[config.mk]
export PLATFORM = sky130hd
export DESIGN_NAME = bcd_digit_entry
export DESIGN_NICKNAME = d
export VERILOG_FILES = /design/src/rtl/bcd_entry_pkg.sv /design/src/rtl/bcd_shift_reg.sv /design/src/rtl/bcd_digit_entry.sv
export SDC_FILE = /design/constraint.sdc
export NUM_CORES = 1
export LEC_CHECK = 0
export ABC_CLOCK_PERIOD_IN_PS = 1600
export CAP_MARGIN = 20
export CORE_MARGIN = 5
export CORE_UTILIZATION = 25
export CTS_BUF_LIST = sky130_fd_sc_hd__clkbuf_16
export DETAILED_ROUTE_END_ITERATION = 10
export PLACE_DENSITY = 0.47
export SLEW_MARGIN = 20
export SYNTH_ARGS = -nofsm -noshare
export SYNTH_HDL_FRONTEND = slang
export SYNTH_SLANG_ARGS = --single-unit
export TNS_END_PERCENT = 20
[constraint.sdc]
create_clock -name clk_i -period 1.6 [get_ports clk_i]
set_clock_uncertainty 0.05 [all_clocks]
set_input_delay 0.32 -clock clk_i [delete_from_list [all_inputs] [get_ports clk_i]]
set_output_delay 0.32 -clock clk_i [all_outputs]
set_load 0.03 [all_outputs]
[src/rtl/bcd_entry_pkg.sv]
// Shared key codes, FSM state encoding and digit type for the BCD keypad-entry block.
package bcd_entry_pkg;

  localparam logic [3:0] KEY_BKSP = 4'hA;
  localparam logic [3:0] KEY_CLR  = 4'hB;
  localparam logic [3:0] KEY_ENT  = 4'hC;
  localparam logic [3:0] KEY_SIGN = 4'hD;

  typedef enum logic [1:0] {
    IDLE  = 2'd0,
    ENTRY = 2'd1,
    HOLD  = 2'd2
  } entry_state_t;

  typedef logic [3:0] bcd_digit_t;

  function automatic logic is_digit_key(input logic [3:0] code);
    return code <= 4'd9;
  endfunction

endpackage

[src/rtl/bcd_shift_reg.sv]
// Six-digit bidirectional BCD shift register: shift-up loads a new units digit,
// shift-down drops the units digit and fills the top with 0; clear has priority.
module bcd_shift_reg
  import bcd_entry_pkg::*;
(
  input  logic                clk_i,
  input  logic                rst_n_i,
  input  logic                i_clr,
  input  logic                i_shift_up,
  input  logic                i_shift_down,
  input  bcd_digit_t          i_digit,
  output bcd_digit_t [5:0]    o_digits
);

  bcd_digit_t [5:0] r_digits;

  // NOTE: non-blocking assignments so every digit takes its neighbour's pre-edge value.
  always_ff @(posedge clk_i or negedge rst_n_i) begin
    if (!rst_n_i) begin
      r_digits <= '0;
    end else if (i_clr) begin
      r_digits <= '0;
    end else if (i_shift_up) begin
      r_digits <= {r_digits[4:0], i_digit};
    end else if (i_shift_down) begin
      r_digits <= {4'h0, r_digits[5:1]};
    end
  end

  assign o_digits = r_digits;

endmodule

[src/rtl/bcd_digit_entry.sv]
// Keypad entry stage: collects up to MAX_DIGITS decimal keys into packed BCD digits,
// with backspace/clear/enter and a valid/ready commit. Optional sign key: BCD_ENTRY_SIGN_EN.
module bcd_digit_entry
  import bcd_entry_pkg::*;
#(
  parameter int MAX_DIGITS = 6
) (
  input  logic       clk_i,
  input  logic       rst_n_i,
  input  logic       key_valid_i,
  input  logic [3:0] key_code_i,
  output logic [3:0] cien_millar_o,
  output logic [3:0] diez_millar_o,
  output logic [3:0] millar_o,
  output logic [3:0] centena_o,
  output logic [3:0] decena_o,
  output logic [3:0] unidad_o,
  output logic [2:0] count_o,
  output logic       valid_o,
  input  logic       ready_i,
  output logic       overflow_o
`ifdef BCD_ENTRY_SIGN_EN
  ,
  output logic       neg_o
`endif
);

  localparam logic [2:0] MAX_CNT = 3'(MAX_DIGITS);

  entry_state_t     r_state;
  entry_state_t     w_state_next;
  logic [2:0]       r_count;
  logic [2:0]       w_count_next;
  logic             r_valid;
  logic             r_overflow;
  logic             w_overflow_next;
  logic             w_sr_clr;
  logic             w_sr_up;
  logic             w_sr_down;
  logic             r_neg;
  logic             w_neg_next;
  bcd_digit_t [5:0] w_digits;

  bcd_shift_reg u_shift_reg (
    .clk_i        (clk_i),
    .rst_n_i      (rst_n_i),
    .i_clr        (w_sr_clr),
    .i_shift_up   (w_sr_up),
    .i_shift_down (w_sr_down),
    .i_digit      (key_code_i),
    .o_digits     (w_digits)
  );

  always_ff @(posedge clk_i or negedge rst_n_i) begin
    if (!rst_n_i) begin
      r_state    <= IDLE;
      r_count    <= '0;
      r_valid    <= 1'b0;
      r_overflow <= 1'b0;
      r_neg      <= 1'b0;
    end else begin
      r_state    <= w_state_next;
      r_count    <= w_count_next;
      r_valid    <= (w_state_next == HOLD);
      r_overflow <= w_overflow_next;
      r_neg      <= w_neg_next;
    end
  end

  // NOTE: every signal gets a default before the case so no path can infer a latch.
  always_comb begin
    w_state_next    = r_state;
    w_count_next    = r_count;
    w_overflow_next = 1'b0;
    w_sr_clr        = 1'b0;
    w_sr_up         = 1'b0;
    w_sr_down       = 1'b0;
    w_neg_next      = r_neg;

    unique case (r_state)
      IDLE, ENTRY: begin
        if (key_valid_i) begin
          if (is_digit_key(key_code_i)) begin
            if (r_count == MAX_CNT) begin
              w_overflow_next = 1'b1;
            end else if (!(key_code_i == 4'd0 && r_count == 3'd0)) begin
              w_sr_up      = 1'b1;
              w_count_next = r_count + 3'd1;
              w_state_next = ENTRY;
            end
          end else if (key_code_i == KEY_BKSP) begin
            if (r_state == ENTRY) begin
              w_sr_down    = 1'b1;
              w_count_next = r_count - 3'd1;
              if (r_count == 3'd1) w_state_next = IDLE;
            end
          end else if (key_code_i == KEY_CLR) begin
            w_sr_clr     = 1'b1;
            w_count_next = '0;
            w_neg_next   = 1'b0;
            w_state_next = IDLE;
          end else if (key_code_i == KEY_ENT) begin
            w_state_next = HOLD;
          end
`ifdef BCD_ENTRY_SIGN_EN
          else if (key_code_i == KEY_SIGN) begin
            w_neg_next = ~r_neg;
          end
`endif
        end
      end
      HOLD: begin
        // Handshake and clear both release the value; other keys are dropped.
        if (ready_i || (key_valid_i && key_code_i == KEY_CLR)) begin
          w_sr_clr     = 1'b1;
          w_count_next = '0;
          w_neg_next   = 1'b0;
          w_state_next = IDLE;
        end
      end
      default: begin
        w_sr_clr     = 1'b1;
        w_count_next = '0;
        w_neg_next   = 1'b0;
        w_state_next = IDLE;
      end
    endcase
  end

  assign cien_millar_o = w_digits[5];
  assign diez_millar_o = w_digits[4];
  assign millar_o      = w_digits[3];
  assign centena_o     = w_digits[2];
  assign decena_o      = w_digits[1];
  assign unidad_o      = w_digits[0];
  assign count_o       = r_count;
  assign valid_o       = r_valid;
  assign overflow_o    = r_overflow;
`ifdef BCD_ENTRY_SIGN_EN
  assign neg_o         = r_neg;
`else
  logic w_neg_unused;
  assign w_neg_unused  = r_neg;
`endif

endmodule
* Word level (Yosys, flattened, before mapping)
Cells that the tools add are included.
Word-level totals: flip-flop bits (word level) 31, input port bits 8, output and inout port bits 29, logic and storage cells 79
Operators by class: add/subtract/negate cells 2, $lt $le $gt $ge 1, eq/ne operators 14, multiplexer cells 43, reduce and logical (&&, ||, !) cells 9
Operators with widths (count):
- 2-to-1 mux 24 bit | 3
- 2-to-1 mux 3 bit | 8
- 2-to-1 mux 2 bit | 10
- 2-to-1 mux 1 bit | 19
- equality test 4 bit (second input constant) | 3
- inequality test 4 bit (second input constant) | 2
- inequality test 3 bit (second input constant) | 2
- one-hot mux 3 bit (2 select lines) | 1
- AND reduction 6 bit | 1
- equality test 2 bit (second input constant) | 2
- <= comparator 4 bit (second input constant) | 1
- logical NOT 4 bit | 1
- inequality test 2 bit (second input constant) | 2
- one-hot mux 2 bit (2 select lines) | 1
- adder 3 x 1 -> 3 bit (second input constant) | 1
- equality test 3 x 1 -> 1 bit (second input constant) | 1
- equality test 3 bit (second input constant) | 1
- logical NOT 3 bit | 1
- nonzero test 3 bit | 1
- subtractor 3 x 1 -> 3 bit (second input constant) | 1
- equality test 2 x 1 -> 1 bit (second input constant) | 1
- logical AND 1 bit | 2
- logical NOT 2 bit | 1
- one-hot mux 1 bit (2 select lines) | 1
- other kinds (2) | 2

* Longest topological paths before layout
depth after elaboration 9, mapped depth 9, depth with buffers taken out 7

* By module
Synthesis repeated with hierarchy kept, for this count alone.
Unflattened totals: cells, all modules 168, area total of the unflattened synthesis 1775.5 um^2
Modules (own cells, without submodules):
- bcd_shift_reg | instances 1, cells an instance 107, area an instance 1242.4 um^2
- bcd_digit_entry | instances 1, cells an instance 61, area an instance 533.0 um^2

* Worst setup path before layout
OpenSTA, ideal clock, no wires.
path kind reg-to-reg, start point register r_count[0], in the netlist count_o[0], end point register r_count[2], in the netlist count_o[2], arrival 1803 ps, required time 1449 ps, path slack -354 ps, stages on the path, launching flop included 8, cells stage by stage dfrtp_1 > inv_1 > ha_1 > nor4b_2 > a22oi_1 > a31oi_1 > buf_2 > o32ai_1
Between the ends: word-level cells in the longest chain between the ends 6, elaborated cells between the ends (all ways) 15
RTL lines:
- start, declared | line bcd_digit_entry.sv:32 | logic [2:0] r_count;
- start signal, assigned | line bcd_digit_entry.sv:63 | r_count <= w_count_next;
- subtractor 3 x 1 -> 3 bit or adder 3 x 1 -> 3 bit (tied branches) | line bcd_digit_entry.sv:94, bcd_digit_entry.sv:88
- 2-to-1 mux 3 bit, on equally long branches | line bcd_digit_entry.sv:92, bcd_digit_entry.sv:86
- 2-to-1 mux 3 bit, on equally long branches | line bcd_digit_entry.sv:91, bcd_digit_entry.sv:84
- 2-to-1 mux 3 bit | line bcd_digit_entry.sv:83 | if (is_digit_key(key_code_i)) begin
- 2-to-1 mux 3 bit | line bcd_digit_entry.sv:82 | if (key_valid_i) begin
- one-hot mux 3 bit (2 select lines) | line bcd_digit_entry.sv:80 | unique case (r_state)
Parallel ways exist; a longest one is shown, timed or not. The select of a mux whose other input is x is not followed. A chain may end at the register's enable or synchronous reset.

* Worst setup path after layout
start point input key_valid_i, end point register r_count[2], in the netlist count_o[2]
Between the ends: word-level cells in the longest chain between the ends 4, elaborated cells between the ends (all ways) 5
RTL lines:
- start, declared | line bcd_digit_entry.sv:10 | input logic key_valid_i,
- logical AND 1 bit | line bcd_digit_entry.sv:114 | if (ready_i || (key_valid_i && key_code_i == KEY_CLR)) begin
- logical OR 1 bit | line bcd_digit_entry.sv:114
- inequality test 2 bit (no source line)
- AND reduction 6 bit (no source line) (*)
Every way passes the cells marked *; elsewhere a longest branch is shown, timed or not.

==> reports/metrics.cfg <==
[clock_network]
cts_tree=built
cts_buffers=5
clk_pin_slew_ps=50
clk_path_buf_depth=2
cts_sinks=31
clock-root-buffer=clkbuf_16
worstSkewPairLatency_ps=270
htree_num_levels=2
postCtsHoldBufs=0

[yosys]
yosys_warnings=0
synthAdderAreaFrac_pct=4.14
synth.top_cells.by_area=dfrtp_1, nand2_1, a22oi_1
yosysTopAreaCellShare_pct=51.3
syn_avg_cell_area_um2=9.81
synth.area.mux_share_pct=0.662
synth-xor-area-share_pct=0.579
synth_top_family_by_area=compound AO/OA/AOI/OAI gates
syn-num-nets=167
postSynthCellCount=154
synth_area_mm2=0.00151
ys_ff_latch=31
yosysTopAreaCell=dfrtp_1
ys_seq_area_share_pct=51.3
synth-simple-area-share_pct=17.6
synth_cell_types=29
synth-compound-area-share_pct=19.7

[die]
die_x_um=87.8
die_area_mm2=0.00770
ios=37
num_rows=28
coreArea_mm2=0.00589
start_util_pct=25.7
die_h_um=87.8

[routing]
wl_per_cell_um=16.1
dr.first_iter.drc_count=83
vias=1440
drtPass1Iterations=4
via_per_inst=4.88
ant_nets=0
routed_wl_mm=4.74
drc=0

[worst_setup_path]
crit_fanout=6
cpPeakStageDelay_ps=540
cp_slowest_cell=clkdlybuf4s50_1
worstPathArrival_ps=1910
cp_cell_sequence=clkdlybuf4s50_1, nand3_1, o31ai_4, a31oi_4, buf_12, buf_8, o32ai_2
critPathKind=in2reg
critPathLaunchType=input port
worstPathRequired_ps=1730
endpoint_kind=flip-flop

[power_and_ir_drop]
seq_power_share_pct=33.3
sw_frac_of_total_pct=40.8
clkPwrFrac_pct=22.2
p_per_area_mw_per_mm2=1550
p_leak_nw=1.23
irDropWorstVdd_v=0.000457
power.internal_mw=2.31
switchingPower_mw=1.60
power_frac_comb_pct=44.5

[cells_and_area]
drive_gt1_share_pct=35.9
fin_area_mm2=0.00252
most-common-layout-cells=nand2_1, dlygate4sd2_1, dfrtp_1, buf_4, a22oi_2
fin_cells=295
layout_commonest_cell=nand2_1
nFillCells=571
area_delta_synth_final_pct=66.9
final_nets=233
insertedDiodeCount=0

[grt]
grt_start_max_net_pins=32
grt_pass1_wl_mm=7.67
grt_use_total_pct=13.0
antenna_found_initial=0
grt_overflow=0
grt_pass1_vias=1498

[placed_design]
io_buffer_count=36
dp.cells=277
hpwlAfterDp_mm=2.88
dpl_cell_area_mm2=0.00211
gp_congestion=0.834

[timing]
maxSlewHeadroom_pct=71.6
rsz0062_at_grt=true
max_freq_mhz=561
setup_ws_ps=-181
worst_slew_pin_slew_ps=425
min_period_ps=1780
fin_crit_sh_pct=111
hold_violations=0
setup_viol=28
drv_slew=0

[hold_path]
hp-class=in2async

[run_status]
violations=negative setup slack
status=finished, violations left

[run]
max_cap_violations=0

-- timing repair --
action	CTS	global route
resized for setup	67	22
setup buffers	5	3
gates cloned	6	0
pin swaps	12	18
setup endpoints to repair	56	29
-- final timing paths --
kind                                                     start                                   to  slack (ps)  cells past startpoint
max in group asynchronous                              rst_n_i                    valid_o$_DFF_PN0_         950                      2
min in group clk_i         u_shift_reg.o_digits[3]$_DFFE_PN0P_  u_shift_reg.o_digits[3]$_DFFE_PN0P_         460                      2
max                                                key_valid_i               count_o[2]$_DFFE_PN0P_        -180                      7
min reg2reg                u_shift_reg.o_digits[3]$_DFFE_PN0P_  u_shift_reg.o_digits[3]$_DFFE_PN0P_         460                      2
min                                                    rst_n_i               count_o[2]$_DFFE_PN0P_         360                      2
max reg2reg                             count_o[1]$_DFFE_PN0P_               count_o[2]$_DFFE_PN0P_        -140                      8
-- layout make-up --
class                           instances  area [um^2]  area share (%)
Timing Repair Buffer                   67          627            24.9
Clock buffer                            5          125            4.96
Tap cell                               75         93.8            3.72
Clock inverter                          2         8.76           0.347
Sequential cell                        31          778            30.9
Multi-Input combinational cell        112          876            34.7
Inverter                                3         13.8           0.546
-- Yosys cell counts --
cell type,instances
nand2_1,43
dfrtp_1,31
a22oi_1,20
nor2_1,7
buf_2,6
ha_1,5
a22o_1,4
buf_6,4
o21ai_0,4
a21oi_1,3
a32oi_1,3
inv_1,3
and3_1,2
nand3_1,2
nor3b_1,2
o31ai_1,2
a31oi_1,1
a41oi_1,1
and4_1,1
clkbuf_1,1
mux2i_1,1
nand2b_1,1
nor2b_1,1
nor3_1,1
nor4b_2,1
o21a_1,1
o21ai_1,1
o32ai_1,1
xor2_1,1
-- cell families (layout without fill, tap and decap cells) --
group	after synthesis	in the layout
compound gates	41	41
fa+ha+maj	5	5
flops	31	31
mux	1	1
xor+xnor	1	1
buf+inv	14	77
simple gates	61	64
-- per-stage QoR --
stage	hold slack, ps	util (%)	setup TNS [ps]	total power, mW	setup WS [ps]
2_1_floorplan	-25.6	-	-5030	2.12	-206
3_3_place_gp	438	35.8	-11940	2.86	-446
3_5_place_dp	443	35.8	-12680	2.89	-475
4_1_cts	374	41.5	-2820	3.87	-157
5_1_grt	393	42.9	-4640	4.14	-237
6_report	363	42.9	-2520	3.91	-181
-- metal layers --
layer | part of all wire, % | up-vias | routed length, um | global-route usage (%)
met2 | 52 | 40 | 2450 | 22.1
li1 | - | 689 | - | -
met4 | 1.5 | 0 | 72 | 5.44
met1 | 42 | 705 | 2010 | 15.7
met5 | 0 | - | 0 | 0
met3 | 4.3 | 6 | 206 | 3.01
-- registers in the layout, summed over array words and instances (netlist names) --
register	count
r_state	2
u_shift_reg.o_digits	24
overflow_o	1
count_o	3
valid_o	1
-- power by group through the flow --
stage          registers (mW)  clock network, mW  logic (mW)
2_1_floorplan            1.69                  0       0.426
3_3_place_gp             1.26                  0        1.60
3_5_place_dp             1.27                  0        1.62
4_1_cts                  1.27              0.888        1.72
5_1_grt                  1.35              0.917        1.87
6_report                 1.30              0.870        1.74
-- worst max-delay path: cells and delay by family --
family          cells  cell delay (ps)
compound gates      3              600
simple gates        1              150
buf+inv             3              840
No activity file was read; power rests on OpenSTA's default activity.
